## config.mk

```make
export PLATFORM = sky130hd
export DESIGN_NAME = fetch_stage_flat
export DESIGN_NICKNAME = d
export VERILOG_FILES = /design/src/rtl/fetch_stage_if.sv /design/src/rtl/fetch_stage.sv /design/src/flat_wrapper.sv
export SDC_FILE = /design/constraint.sdc
export NUM_CORES = 1
export LEC_CHECK = 0
export ABC_AREA = 1
export ABC_CLOCK_PERIOD_IN_PS = 1500
export CAP_MARGIN = 10
export CORE_MARGIN = 5
export CORE_UTILIZATION = 30
export CTS_BUF_LIST = sky130_fd_sc_hd__clkbuf_8
export CTS_CLUSTER_SIZE = 40
export DETAILED_ROUTE_END_ITERATION = 8
export GPL_ROUTABILITY_DRIVEN = 0
export PLACE_DENSITY = 0.54
export SLEW_MARGIN = 15
export SYNTH_ARGS = -nofsm -noshare
export SYNTH_HDL_FRONTEND = slang
export SYNTH_SLANG_ARGS = --single-unit
```

## constraint.sdc

```tcl
create_clock -name clock -period 1.5 [get_ports clock]
set_input_delay 0.45 -clock clock [delete_from_list [all_inputs] [get_ports clock]]
set_output_delay 0.45 -clock clock [all_outputs]
set_load 0.01 [all_outputs]
```

## src/rtl/fetch_stage_if.sv

```systemverilog
// Bundle between the fetch stage and its neighbours: hazard/redirect inputs,
// the instruction-memory port and the F/D register outputs.
interface fetch_stage_if #(
   parameter int IMEM_AW = 12
);
   logic               stall;
   logic               redirect;
   logic [31:0]        redirect_pc;
   logic [IMEM_AW-1:0] imem_addr;
   logic [31:0]        imem_q;
   logic [31:0]        pc;
   logic [31:0]        fd_instr;
   logic [31:0]        fd_pc;
   logic [31:0]        fd_pc_plus1;
   logic               fd_valid;
   logic [31:0]        instr_count;

   // The surrounding pipeline and instruction memory.
   modport master (
      output stall, redirect, redirect_pc, imem_q,
      input  imem_addr, pc, fd_instr, fd_pc, fd_pc_plus1, fd_valid, instr_count
   );

   // The fetch stage itself.
   modport slave (
      input  stall, redirect, redirect_pc, imem_q,
      output imem_addr, pc, fd_instr, fd_pc, fd_pc_plus1, fd_valid, instr_count
   );
endinterface

```

## src/rtl/fetch_stage.sv

```systemverilog
// Instruction fetch stage with the F/D pipeline register: PC, load-use stall,
// execute-stage redirect flush and early j/jal redirect from F/D.
module fetch_stage #(
   parameter int IMEM_AW = 12
) (
   input logic          clock,
   input logic          reset,
   fetch_stage_if.slave bus
);
   localparam logic [4:0] OP_J   = 5'b00001;
   localparam logic [4:0] OP_JAL = 5'b00011;

   logic [31:0] pc_q, pc_d;
   logic [31:0] fd_instr_q, fd_instr_d;
   logic [31:0] fd_pc_q, fd_pc_d;
   logic [31:0] fd_pc_plus1_q, fd_pc_plus1_d;
   logic        fd_valid_q, fd_valid_d;
   logic [31:0] instr_count_q, instr_count_d;

   logic [31:0] pc_plus1;
   logic [31:0] jump_target;
   logic        early_j;

   assign pc_plus1    = pc_q + 32'd1;
   assign jump_target = {5'b0, fd_instr_q[26:0]};
   // A bubble can carry stale opcode bits only if fd_valid is dropped, so gate on it.
   assign early_j     = fd_valid_q &&
                        ((fd_instr_q[31:27] == OP_J) || (fd_instr_q[31:27] == OP_JAL));

   // Transfer contract: fd_valid marks a real instruction in F/D; stall acts as
   // "decode not ready", so F/D and pc hold while it is high unless a redirect
   // from an older instruction overrides it.
   always_comb begin
      pc_d          = pc_q;
      fd_instr_d    = fd_instr_q;
      fd_pc_d       = fd_pc_q;
      fd_pc_plus1_d = fd_pc_plus1_q;
      fd_valid_d    = fd_valid_q;
      instr_count_d = instr_count_q;

      if (fd_valid_q && !bus.stall) begin
         instr_count_d = instr_count_q + 32'd1;
      end

      if (bus.redirect) begin
         pc_d          = bus.redirect_pc;
         fd_instr_d    = 32'h0000_0000;
         fd_pc_d       = 32'h0000_0000;
         fd_pc_plus1_d = 32'h0000_0000;
         fd_valid_d    = 1'b0;
      end else if (bus.stall) begin
         pc_d = pc_q;
      end else if (early_j) begin
         pc_d          = jump_target;
         fd_instr_d    = 32'h0000_0000;
         fd_pc_d       = 32'h0000_0000;
         fd_pc_plus1_d = 32'h0000_0000;
         fd_valid_d    = 1'b0;
      end else begin
         pc_d          = pc_plus1;
         fd_instr_d    = bus.imem_q;
         fd_pc_d       = pc_q;
         fd_pc_plus1_d = pc_plus1;
         fd_valid_d    = 1'b1;
      end
   end

   always_ff @(posedge clock) begin
      if (reset) begin
         pc_q          <= 32'h0000_0000;
         fd_instr_q    <= 32'h0000_0000;
         fd_pc_q       <= 32'h0000_0000;
         fd_pc_plus1_q <= 32'h0000_0000;
         fd_valid_q    <= 1'b0;
         instr_count_q <= 32'h0000_0000;
      end else begin
         pc_q          <= pc_d;
         fd_instr_q    <= fd_instr_d;
         fd_pc_q       <= fd_pc_d;
         fd_pc_plus1_q <= fd_pc_plus1_d;
         fd_valid_q    <= fd_valid_d;
         instr_count_q <= instr_count_d;
      end
   end

   assign bus.imem_addr   = pc_q[IMEM_AW-1:0];
   assign bus.pc          = pc_q;
   assign bus.fd_instr    = fd_instr_q;
   assign bus.fd_pc       = fd_pc_q;
   assign bus.fd_pc_plus1 = fd_pc_plus1_q;
   assign bus.fd_valid    = fd_valid_q;
   assign bus.instr_count = instr_count_q;
endmodule

```

## src/flat_wrapper.sv

```systemverilog
// flat-port wrapper written by rule: the top's interface ports become plain ports
module fetch_stage_flat 
#(
   parameter int IMEM_AW = 12
)
  (clock, reset, bus_stall, bus_redirect, bus_redirect_pc, bus_imem_q, bus_imem_addr, bus_pc, bus_fd_instr, bus_fd_pc, bus_fd_pc_plus1, bus_fd_valid, bus_instr_count);
  fetch_stage_if #(.IMEM_AW(IMEM_AW)) bus_i ();
  input logic clock;
  input logic reset;
  input wire logic [$bits(bus_i.stall)-1:0] bus_stall;
  input wire logic [$bits(bus_i.redirect)-1:0] bus_redirect;
  input wire logic [$bits(bus_i.redirect_pc)-1:0] bus_redirect_pc;
  input wire logic [$bits(bus_i.imem_q)-1:0] bus_imem_q;
  output wire logic [$bits(bus_i.imem_addr)-1:0] bus_imem_addr;
  output wire logic [$bits(bus_i.pc)-1:0] bus_pc;
  output wire logic [$bits(bus_i.fd_instr)-1:0] bus_fd_instr;
  output wire logic [$bits(bus_i.fd_pc)-1:0] bus_fd_pc;
  output wire logic [$bits(bus_i.fd_pc_plus1)-1:0] bus_fd_pc_plus1;
  output wire logic [$bits(bus_i.fd_valid)-1:0] bus_fd_valid;
  output wire logic [$bits(bus_i.instr_count)-1:0] bus_instr_count;
  assign bus_i.stall = bus_stall;
  assign bus_i.redirect = bus_redirect;
  assign bus_i.redirect_pc = bus_redirect_pc;
  assign bus_i.imem_q = bus_imem_q;
  assign bus_imem_addr = bus_i.imem_addr;
  assign bus_pc = bus_i.pc;
  assign bus_fd_instr = bus_i.fd_instr;
  assign bus_fd_pc = bus_i.fd_pc;
  assign bus_fd_pc_plus1 = bus_i.fd_pc_plus1;
  assign bus_fd_valid = bus_i.fd_valid;
  assign bus_instr_count = bus_i.instr_count;
  fetch_stage #(.IMEM_AW(IMEM_AW)) u_core (.clock(clock), .reset(reset), .bus(bus_i));
endmodule
```

After elaboration in Yosys (flattened, before gate mapping)
Cells that the tools add are included.
Operators by class
  add/sub/neg operators: 2
  eq/ne operators: 3
  muxes and demuxes: 7
  reduce and logical (&&, ||, !) cells: 5
Operators by type and width (number)
  $mux W32: 6
  $add A32 B1 Y32 const B: 2
  $eq A5 B1 Y1 const B: 1
  $eq A5 B2 Y1 const B: 1
  $logic_and A1 B1 Y1: 2
  $ne A2 B1 Y1 const B: 1
  $reduce_or A2 Y1: 1
  $logic_not A1 Y1: 1
  $logic_or A1 B1 Y1: 1
  $mux W1: 1
Storage, ports and cells
  register bits: 161
  output and inout bits: 173
  word-level logic and storage cells: 23

Logic depth before layout (Yosys ltp)
Gate-level depths: netlist (run 1).
  depth after elaboration: 6
  mapped depth: 12
  mapped depth without buffers: 11

Least setup slack after synthesis (run 1)
No wires, ideal clock.
  path type: reg2reg
  start: register u_core.pc_q[1] (netlist: u_core.bus.pc[1])
  end: register u_core.pc_q[28] (netlist: u_core.bus.pc[28])
  setup time: 117 ps
  arrival time: 1454 ps
  slack: -70 ps
  stages on the path, launching flop included: 11
  path buffers: 0
  clock period less this slack: 1570 ps
  cells stage by stage: dfxtp_1 > ha_1 > nand2_2 > nor2_4 > nand2_2 > nor2_4 > nand3_2 > nor2_1 > nand2_1 > nand3_2 > nand2_1
Between the ends
  cells in the longest elaborated chain, start to end: 4
Ends and longest elaborated chain
  start: declaration: RTL line fetch_stage.sv:13  | logic [31:0] pc_q, pc_d;
  start signal: assignment: RTL line fetch_stage.sv:77  | pc_q <= pc_d;
  $add A32 B1 Y32: RTL line fetch_stage.sv:24  | assign pc_plus1 = pc_q + 32'd1;
  $mux W32: RTL line fetch_stage.sv:53  | end else if (early_j) begin
  $mux W32: RTL line fetch_stage.sv:51  | end else if (bus.stall) begin
  $mux W32: RTL line fetch_stage.sv:45  | if (bus.redirect) begin
Every way passes these cells. The select of a mux whose other input is x is not followed.
A chain may end at the register's enable or synchronous reset.

Worst setup path in the final report (run 1)
  start: register u_core.pc_q[5] (netlist: u_core.bus.pc[5])
  end: register u_core.fd_pc_plus1_q[18] (netlist: u_core.bus.fd_pc_plus1[18])
Between the ends
  cells in the longest elaborated chain, start to end: 2
Ends and longest elaborated chain
  $add A32 B1 Y32: RTL line fetch_stage.sv:24
  $mux W32: RTL line fetch_stage.sv:53
  end signal: assignment: RTL line fetch_stage.sv:80  | fd_pc_plus1_q <= fd_pc_plus1_d;
  end: declaration: RTL line fetch_stage.sv:16  | logic [31:0] fd_pc_plus1_q, fd_pc_plus1_d;
Every way passes these cells.

==> results of run 1 <==
worst register-to-register path, delay by kind of cell (launching register included):
kind	cells	cell delay, ps
AND/OR/NAND/NOR	4	630
flip-flops	1	360
AO/OA/AOI/OAI	2	340
buffers and inverters	2	280
state kept, by name, summed over array words and instances, names as in the netlist:
register	flops
u_core.bus.fd_instr	32
u_core.bus.fd_pc	32
u_core.bus.fd_pc_plus1	32
u_core.bus.instr_count	32
u_core.bus.pc	32
u_core.bus.fd_valid	1
area by class of cell:
type | count | area, sq um | share of cell area, %
Clock buffer | 17 | 234 | 1.81
Timing Repair Buffer | 485 | 3880 | 30.0
Inverter | 92 | 360 | 2.79
Tap cell | 330 | 413 | 3.20
Antenna cell | 1 | 2.50 | 0.0194
Sequential cell | 161 | 3440 | 26.7
Multi-Input combinational cell | 742 | 4380 | 34.0
Clock inverter | 15 | 191 | 1.48
metrics by stage:
stage	hold WS [ps]	TNS [ps]	std cells
global placement	447	-54850	1711
finish	455	-2870	1843
global route	488	-8400	1842
detailed placement	452	-58490	1711
floorplan	474	0	1058
CTS	460	-2030	1829
synthesized netlist by cell type, drive strengths merged (4+ instances only):
library cell,instances
nor2,134
nor3,7
xor2,4
nand3,75
o221ai,16
a32oi,4
dfxtp,161
nand4,14
nand2,295
a31oi,10
a32o,36
inv,91
nand3b,7
buf,36
a21oi,50
clkbuf,27
o21ai,75
where the power goes:
group	leakage, nW	switching, mW	internal, mW
combinational	4.26	0.889	0.869
clock	0.210	2.00	1.43
sequential	1.38	0.118	4.42
total	5.84	3.01	6.73
cell families (layout without fill, tap and decap cells):
| kind of cell | Yosys count | count (layout) | share of synthesized area [%] |
|---|---|---|---|
| simple gates | 536 | 536 | 30.9 |
| xor+xnor | 7 | 7 | 0.802 |
| compound gates | 197 | 197 | 16.7 |
| buf+inv | 155 | 609 | 9.16 |
| flops | 161 | 161 | 42.2 |
| fa+ha+maj | 2 | 2 | 0.327 |
| other cells | 0 | 1 | 0 |
layer usage:
metal / part of all wire, % / global-route usage (%) / vias up
met5: 0 / 0 / -
met4: 1.6 / 5.36 / 0
met3: 6.1 / 4.80 / 27
met2: 48 / 35.5 / 262
met1: 44 / 27.2 / 4206
li1: - / - / 4407
worst max path at each step:
stage	start	to	slack [ps]	cells past startpoint
after floorplan	u_core.bus.instr_count[0]$_SDFFE_PP0P_	u_core.bus.instr_count[24]$_SDFFE_PP0P_	3	10
after global placement	bus_redirect	u_core.bus.pc[27]$_SDFFE_PP0P_	-500	6
after detailed placement	bus_redirect	u_core.bus.pc[29]$_SDFFE_PP0P_	-550	6
after CTS	u_core.bus.pc[0]$_SDFFE_PP0P_	u_core.bus.fd_pc_plus1[18]$_SDFFE_PP0N_	-100	8
after global routing	u_core.bus.pc[5]$_SDFFE_PP0P_	u_core.bus.fd_pc_plus1[18]$_SDFFE_PP0N_	-240	8
final	u_core.bus.pc[5]$_SDFFE_PP0P_	u_core.bus.fd_pc_plus1[18]$_SDFFE_PP0N_	-180	8
repair_timing:
action                                  in CTS  in global routing
endpoints found under the setup margin     259                169
setup buffers                               87                 19
hold endpoints to repair                     0                  0
pin swaps                                   47                 75
gates resized for setup                    943                181
==> flow_summary.rst, run 1 <==
.. list-table::
   :header-rows: 1

   * - Metric
     - Value
   * - DR vias
     - 8902
   * - Pin count of the biggest net entering global routing
     - 55
   * - Gr ovfl total
     - 0
   * - Post-DRT Antenna Nets
     - 0
   * - Highest achievable clock rate
     - 594 MHz
   * - Initial antenna violation count
     - 0
   * - # IOs
     - between 200 and 250
   * - CTS clk-pin slew, worst paths
     - 110 ps
   * - Cell class contributing the biggest share of worst-path delay
     - simple AND/OR/NAND/NOR gates
   * - Clock period minus worst slack
     - ~1700 ps
   * - Type of destination of the critical path
     - flop
   * - Count of final hold-check violations
     - 0
   * - Worst-skew pair later-pin latency
     - 470 ps
   * - Delay contributed by the slowest stage of the critical path
     - 360 ps
   * - CTS tree
     - built
   * - Portion of the clock cycle consumed by the worst path in the final layout
     - 112%
   * - Ys async rst share
     - 0%
   * - Worst path cell trace
     - buf_4, nand2_1, nor2_2, nand3b_1, o21ai_1, nand2_1, buf_4, a21oi_2
   * - Largest driver fanout on the critical path
     - 5
   * - Routed via count divided by cell count
     - roughly 4.8
   * - Start of the worst register-to-register path
     - u_core.bus.pc[5]$_SDFFE_PP0P_
   * - EDFF count, synth
     - 0
   * - Height of the die
     - about 170 microns
   * - Post-detail-place hpwl
     - 22800 microns
   * - Global-route wire length before repair
     - 48200 microns
   * - Sequential fraction of the synthesis area
     - 42.2%
   * - Number of input and output port buffers inserted
     - between 200 and 250
   * - Dominant synthesized flop cell
     - sky130_fd_sc_hd__dfxtp_1
   * - Number of H-tree levels
     - 4
   * - Worst path setup slack after routing
     - -183 ps
   * - Max Buffers Root-to-Sink
     - 2
   * - Max-slew headroom
     - 61.3%
   * - Worst Max-Slew Pin Slew
     - 581 ps
   * - Most frequent standard cell in the layout excluding fill and tap cells
     - sky130_fd_sc_hd__nand2_1
   * - Place WS
     - -547 ps
   * - Core Box Area
     - 25100 sq um
   * - Count of state elements after synthesis
     - 161
   * - TritonCTS Buffers
     - 17
   * - Reg-to-reg slack, setup
     - -180 ps
   * - Violated checks
     - negative setup slack
   * - Highest-count cells in the layout ignoring fill and taps
     - sky130_fd_sc_hd__nand2_1 (241), sky130_fd_sc_hd__buf_4 (194), sky130_fd_sc_hd__buf_2 (136), sky130_fd_sc_hd__dfxtp_2 (114), sky130_fd_sc_hd__inv_1 (80)
   * - Pwr Density
     - 754 nW/um^2
   * - DRC violations left
     - 0
   * - Average wire per standard cell
     - 17.3 microns
   * - Max capacitance violation total
     - 0
   * - Final-report setup violation count
     - 39
   * - Post-CTS Hold Buffers
     - 0
   * - Root buffer cell
     - sky130_fd_sc_hd__clkbuf_8
   * - Yosys warning count
     - 0
   * - Die extent in x
     - around 170 microns
   * - Cells on worst reg2reg path
     - 8
   * - Number of nets produced by synthesis
     - 1128
   * - Number of DRC violations after detailed-routing iteration 0
     - 512
   * - Worst IR drop on VDD
     - 0.658 mV
   * - Count of different cell masters after synthesis
     - 39
   * - Die outline area
     - 28800 sq um
   * - Syn_area_per_cell
     - ~7.2 sq um
   * - Number of standard-cell rows in the floorplan
     - 58
   * - Cell with the largest stage delay on the worst path
     - sky130_fd_sc_hd__dfxtp_2
   * - Total placed instance area
     - 11300 sq um
   * - Library cell with the largest summed area after synthesis
     - sky130_fd_sc_hd__dfxtp_1
   * - Worst Setup Path Type
     - flop to flop
   * - Total power
     - 9.73 mW
   * - Total GRT Usage
     - 21.0%
   * - Mapped Area
     - 7650 sq um
   * - Synth top area share
     - 42.2%
   * - Leading cell types by total area after synthesis
     - sky130_fd_sc_hd__dfxtp_1 (42%), sky130_fd_sc_hd__nand2_1 (14%), sky130_fd_sc_hd__nor2_1 (5.6%)
   * - Unrepaired setup endpoints after global routing
     - true
   * - Endpoint arrival time on the critical path
     - 2070 ps
   * - Buf+Inv Stages, Crit Path
     - 2
   * - Critical path required time
     - 1890 ps
   * - Worst clock skew on the final layout
     - 25.5 ps
   * - Leakage
     - 5.84 nW
   * - Pins Over Slew Limit
     - 0
   * - Share of post-route cells with drive strength above 1
     - 50.8%
   * - Hold crit path type
     - flop to flop
   * - Net count, final
     - approximately 1.6k
   * - Starting density of the core
     - 30.5%
   * - Number of global-route vias before repair
     - 8811
   * - Number of cells traversed by the worst hold path
     - 2
   * - Hold path endpoint
     - u_core.bus.fd_pc_plus1[29]$_SDFFE_PP0N_
   * - Type of element launching the critical path
     - flop
   * - Clock Sinks
     - approximately 160
   * - Final design utilization
     - 51.4%
   * - Worst flop-to-flop path endpoint
     - u_core.bus.fd_pc_plus1[18]$_SDFFE_PP0N_
   * - WL final
     - 31800 microns
   * - Result of the run
     - finished with violations
   * - Design area
     - approximately 13000 sq um
   * - Startpoint of the worst hold path
     - u_core.bus.fd_pc_plus1[29]$_SDFFE_PP0N_
   * - Area added between synthesis and finish
     - 68.8%
   * - Post-Syn Instances
     - around 1.1k
   * - Filler Cell Count
     - 2535
   * - Number of iterations in the first detailed-routing pass
     - 5
(Power assumes the default switching activity.)
==> run 2, diff against run 1 <==
Settings changed: ABC_CLOCK_PERIOD_IN_PS 1500 to 1640, CTS_CLUSTER_SIZE 40 to 28, PLACE_DENSITY 0.54 to not set.
Clock period 1.5 ns to 1.64 ns, I/O delays scaled along.
==> run 2 against run 1 <==
Cell area down 9.5%. Largest cell class unchanged. Final cell count down 6.0%. The flow now finishes without violations. Setup slack better by 220 ps. Sequential power down 8.1%.
==> flow_summary.rst, run 2 (synthesized netlist as in run 1, its figures left out) <==
.. list-table::
   :header-rows: 1

   * - Metric
     - Value
   * - Result of the run
     - finished clean
   * - Gr ovfl total
     - 0
   * - TritonCTS Buffers
     - 17
   * - Worst path setup slack after routing
     - 41.2 ps
   * - Place WS
     - -398 ps
   * - Most frequent standard cell in the layout excluding fill and tap cells
     - sky130_fd_sc_hd__nand2_1
   * - Total GRT Usage
     - 19.9%
   * - Worst clock skew on the final layout
     - between 20 and 25 ps
   * - Total power
     - 8.71 mW
   * - Number of H-tree levels
     - 4
   * - Relative contribution of combinational cells to total power
     - 15.0%
   * - Post-CTS Hold Buffers
     - 0
   * - Critical path required time
     - 1980 ps
   * - Filler Cell Count
     - 2631
   * - Switch share
     - 29.5%
   * - Core Box Area
     - 25100 sq um
   * - Number of standard-cell rows in the floorplan
     - 58
   * - Max capacitance violation total
     - 0
   * - Worst Setup Path Type
     - flop to flop
   * - Pins Over Slew Limit
     - 0
   * - Initial antenna violation count
     - 1
   * - Largest driver fanout on the critical path
     - 3
   * - Average wire per standard cell
     - 16.8 microns
   * - Number of global-route vias before repair
     - 8220
   * - Unrepaired setup endpoints after global routing
     - true
   * - Type of element launching the critical path
     - flop
   * - Switching power
     - around 2.6 mW
   * - Worst Max-Slew Pin Slew
     - just over 500 ps
   * - Number of input and output port buffers inserted
     - 240
   * - Clock network fraction of design power
     - 37.0%
   * - Die extent in x
     - ~170 microns
   * - WL final
     - between 20000 and 30000 microns
   * - CTS tree
     - built
   * - Die outline area
     - 28800 sq um
   * - Worst hold slack across all endpoints
     - 464 ps
   * - Combined area of the multi-input logic cells
     - 3890 sq um
   * - Pin count of the biggest net entering global routing
     - 55
   * - Worst-skew pair later-pin latency
     - between 400 and 500 ps
   * - Post-detail-place hpwl
     - between 20000 and 25000 microns
   * - Count of final hold-check violations
     - 0
   * - Net count, final
     - 1460
   * - Clock Sinks
     - 161
   * - Root buffer cell
     - sky130_fd_sc_hd__clkbuf_8
   * - Endpoint arrival time on the critical path
     - 1930 ps
   * - Highest-count cells in the layout ignoring fill and taps
     - sky130_fd_sc_hd__nand2_1 (277), sky130_fd_sc_hd__buf_4 (124), sky130_fd_sc_hd__nor2_1 (102), sky130_fd_sc_hd__inv_1 (84), sky130_fd_sc_hd__dfxtp_1 (77)
   * - Reg area
     - 3400 sq um
   * - Hold crit path type
     - flop to flop
   * - Internal portion of total power
     - around 6.1 mW
   * - Total placed instance area
     - 11100 sq um
   * - Height of the die
     - 170 microns
   * - Starting density of the core
     - 30.5%
   * - Antenna Cells
     - 0
   * - Post-DRT Antenna Nets
     - 0
   * - DRC violations left
     - 0
   * - DR vias
     - 8376
   * - Global-route wire length before repair
     - 45300 microns
   * - Number of iterations in the first detailed-routing pass
     - 5
   * - Clock period minus worst slack
     - between 1500 and 2000 ps
   * - Area added between synthesis and finish
     - 52.7%
   * - # IOs
     - 241
   * - Final-report setup violation count
     - 0
   * - Highest achievable clock rate
     - 625 MHz
   * - Type of destination of the critical path
     - flop
   * - Worst IR drop on VDD
     - 0.389 mV
   * - Share of post-route cells with drive strength above 1
     - between 30% and 40%
   * - Max-slew headroom
     - between 60% and 70%
   * - Leakage
     - 4.95 nW
   * - Sequential share of power
     - 47.9%
   * - CTS clk-pin slew, worst paths
     - ~100 ps
   * - Pwr Density
     - 746 nW/um^2
   * - Routed via count divided by cell count
     - just under 5
   * - Design area
     - about 12000 sq um
   * - Portion of the clock cycle consumed by the worst path in the final layout
     - 97.5%
   * - Number of DRC violations after detailed-routing iteration 0
     - approximately 510
   * - Max Buffers Root-to-Sink
     - 2
run 2: cell count changes in the layout (fill, tap and decap cells not counted), moves of 25 or more:
cell	delta
sky130_fd_sc_hd__buf_2	-118
sky130_fd_sc_hd__nor2_1	+25
sky130_fd_sc_hd__buf_6	-69
sky130_fd_sc_hd__dfxtp_1	+51
sky130_fd_sc_hd__clkbuf_2	+53
sky130_fd_sc_hd__dfxtp_2	-59
sky130_fd_sc_hd__nand2_2	-26
sky130_fd_sc_hd__nand2_1	+36
sky130_fd_sc_hd__clkdlybuf4s15_1	+58
sky130_fd_sc_hd__buf_4	-70
run 2: repair_timing:
item,in CTS,in global routing
setup endpoints to repair,196,174
pin swaps,3,23
buffers inserted,12,9
gates resized for setup,420,187
run 2: worst max-delay path: stages (launching register included):
cell	delay [ps]
sky130_fd_sc_hd__dfxtp_4	380
sky130_fd_sc_hd__ha_4	150
sky130_fd_sc_hd__nand2_4	60
sky130_fd_sc_hd__buf_4	130
sky130_fd_sc_hd__nor3_1	170
sky130_fd_sc_hd__buf_4	150
sky130_fd_sc_hd__nand2_1	60
sky130_fd_sc_hd__o211ai_1	270
sky130_fd_sc_hd__a21oi_1	100
run 2: power by group through the flow:
stage | Sequential [mW] | Combinational [mW] | Clock, mW
2_1_floorplan | 4.32 | 0.484 | 0
3_3_place_gp | 4.28 | 1.36 | 0
3_5_place_dp | 4.28 | 1.36 | 0
4_1_cts | 4.18 | 1.30 | 3.29
5_1_grt | 4.20 | 1.42 | 3.47
6_report | 4.17 | 1.31 | 3.23
run 2: per-layer routing:
layer	track usage, %	vias up	routed length, microns
met5	0	-	20
met4	4.59	2	453
met3	6.83	30	2410
met2	32.6	270	13600
met1	25.3	3893	12700
li1	-	4181	-
run 2: cell type report:
class | count | area share [%]
Clock buffer | 18 | 2.12
Clock inverter | 14 | 1.59
Inverter | 92 | 3.00
Multi-Input combinational cell | 742 | 33.3
Sequential cell | 161 | 29.1
Tap cell | 330 | 3.54
Timing Repair Buffer | 376 | 27.3
run 2: path summary, 6_finish.rpt:
check                                                        startpoint                                       to  slack (ps)  cells after the start
worst min-delay path            u_core.bus.fd_pc_plus1[28]$_SDFFE_PP0N_  u_core.bus.fd_pc_plus1[28]$_SDFFE_PP0N_         460                      2
worst max-delay path                      u_core.bus.pc[0]$_SDFFE_PP0P_  u_core.bus.fd_pc_plus1[10]$_SDFFE_PP0N_          40                      8
worst max register to register            u_core.bus.pc[0]$_SDFFE_PP0P_  u_core.bus.fd_pc_plus1[10]$_SDFFE_PP0N_          40                      8
worst min register to register  u_core.bus.fd_pc_plus1[28]$_SDFFE_PP0N_  u_core.bus.fd_pc_plus1[28]$_SDFFE_PP0N_         460                      2
run 2: stage by stage:
step,TNS (ps),util [%],cells
4_1_cts,0,46.3,1724
6_report,0,46.5,1733
5_1_grt,-396,46.5,1733
3_3_place_gp,-31690,44.1,1680
3_5_place_dp,-36930,44.1,1680
2_1_floorplan,0,-,1058
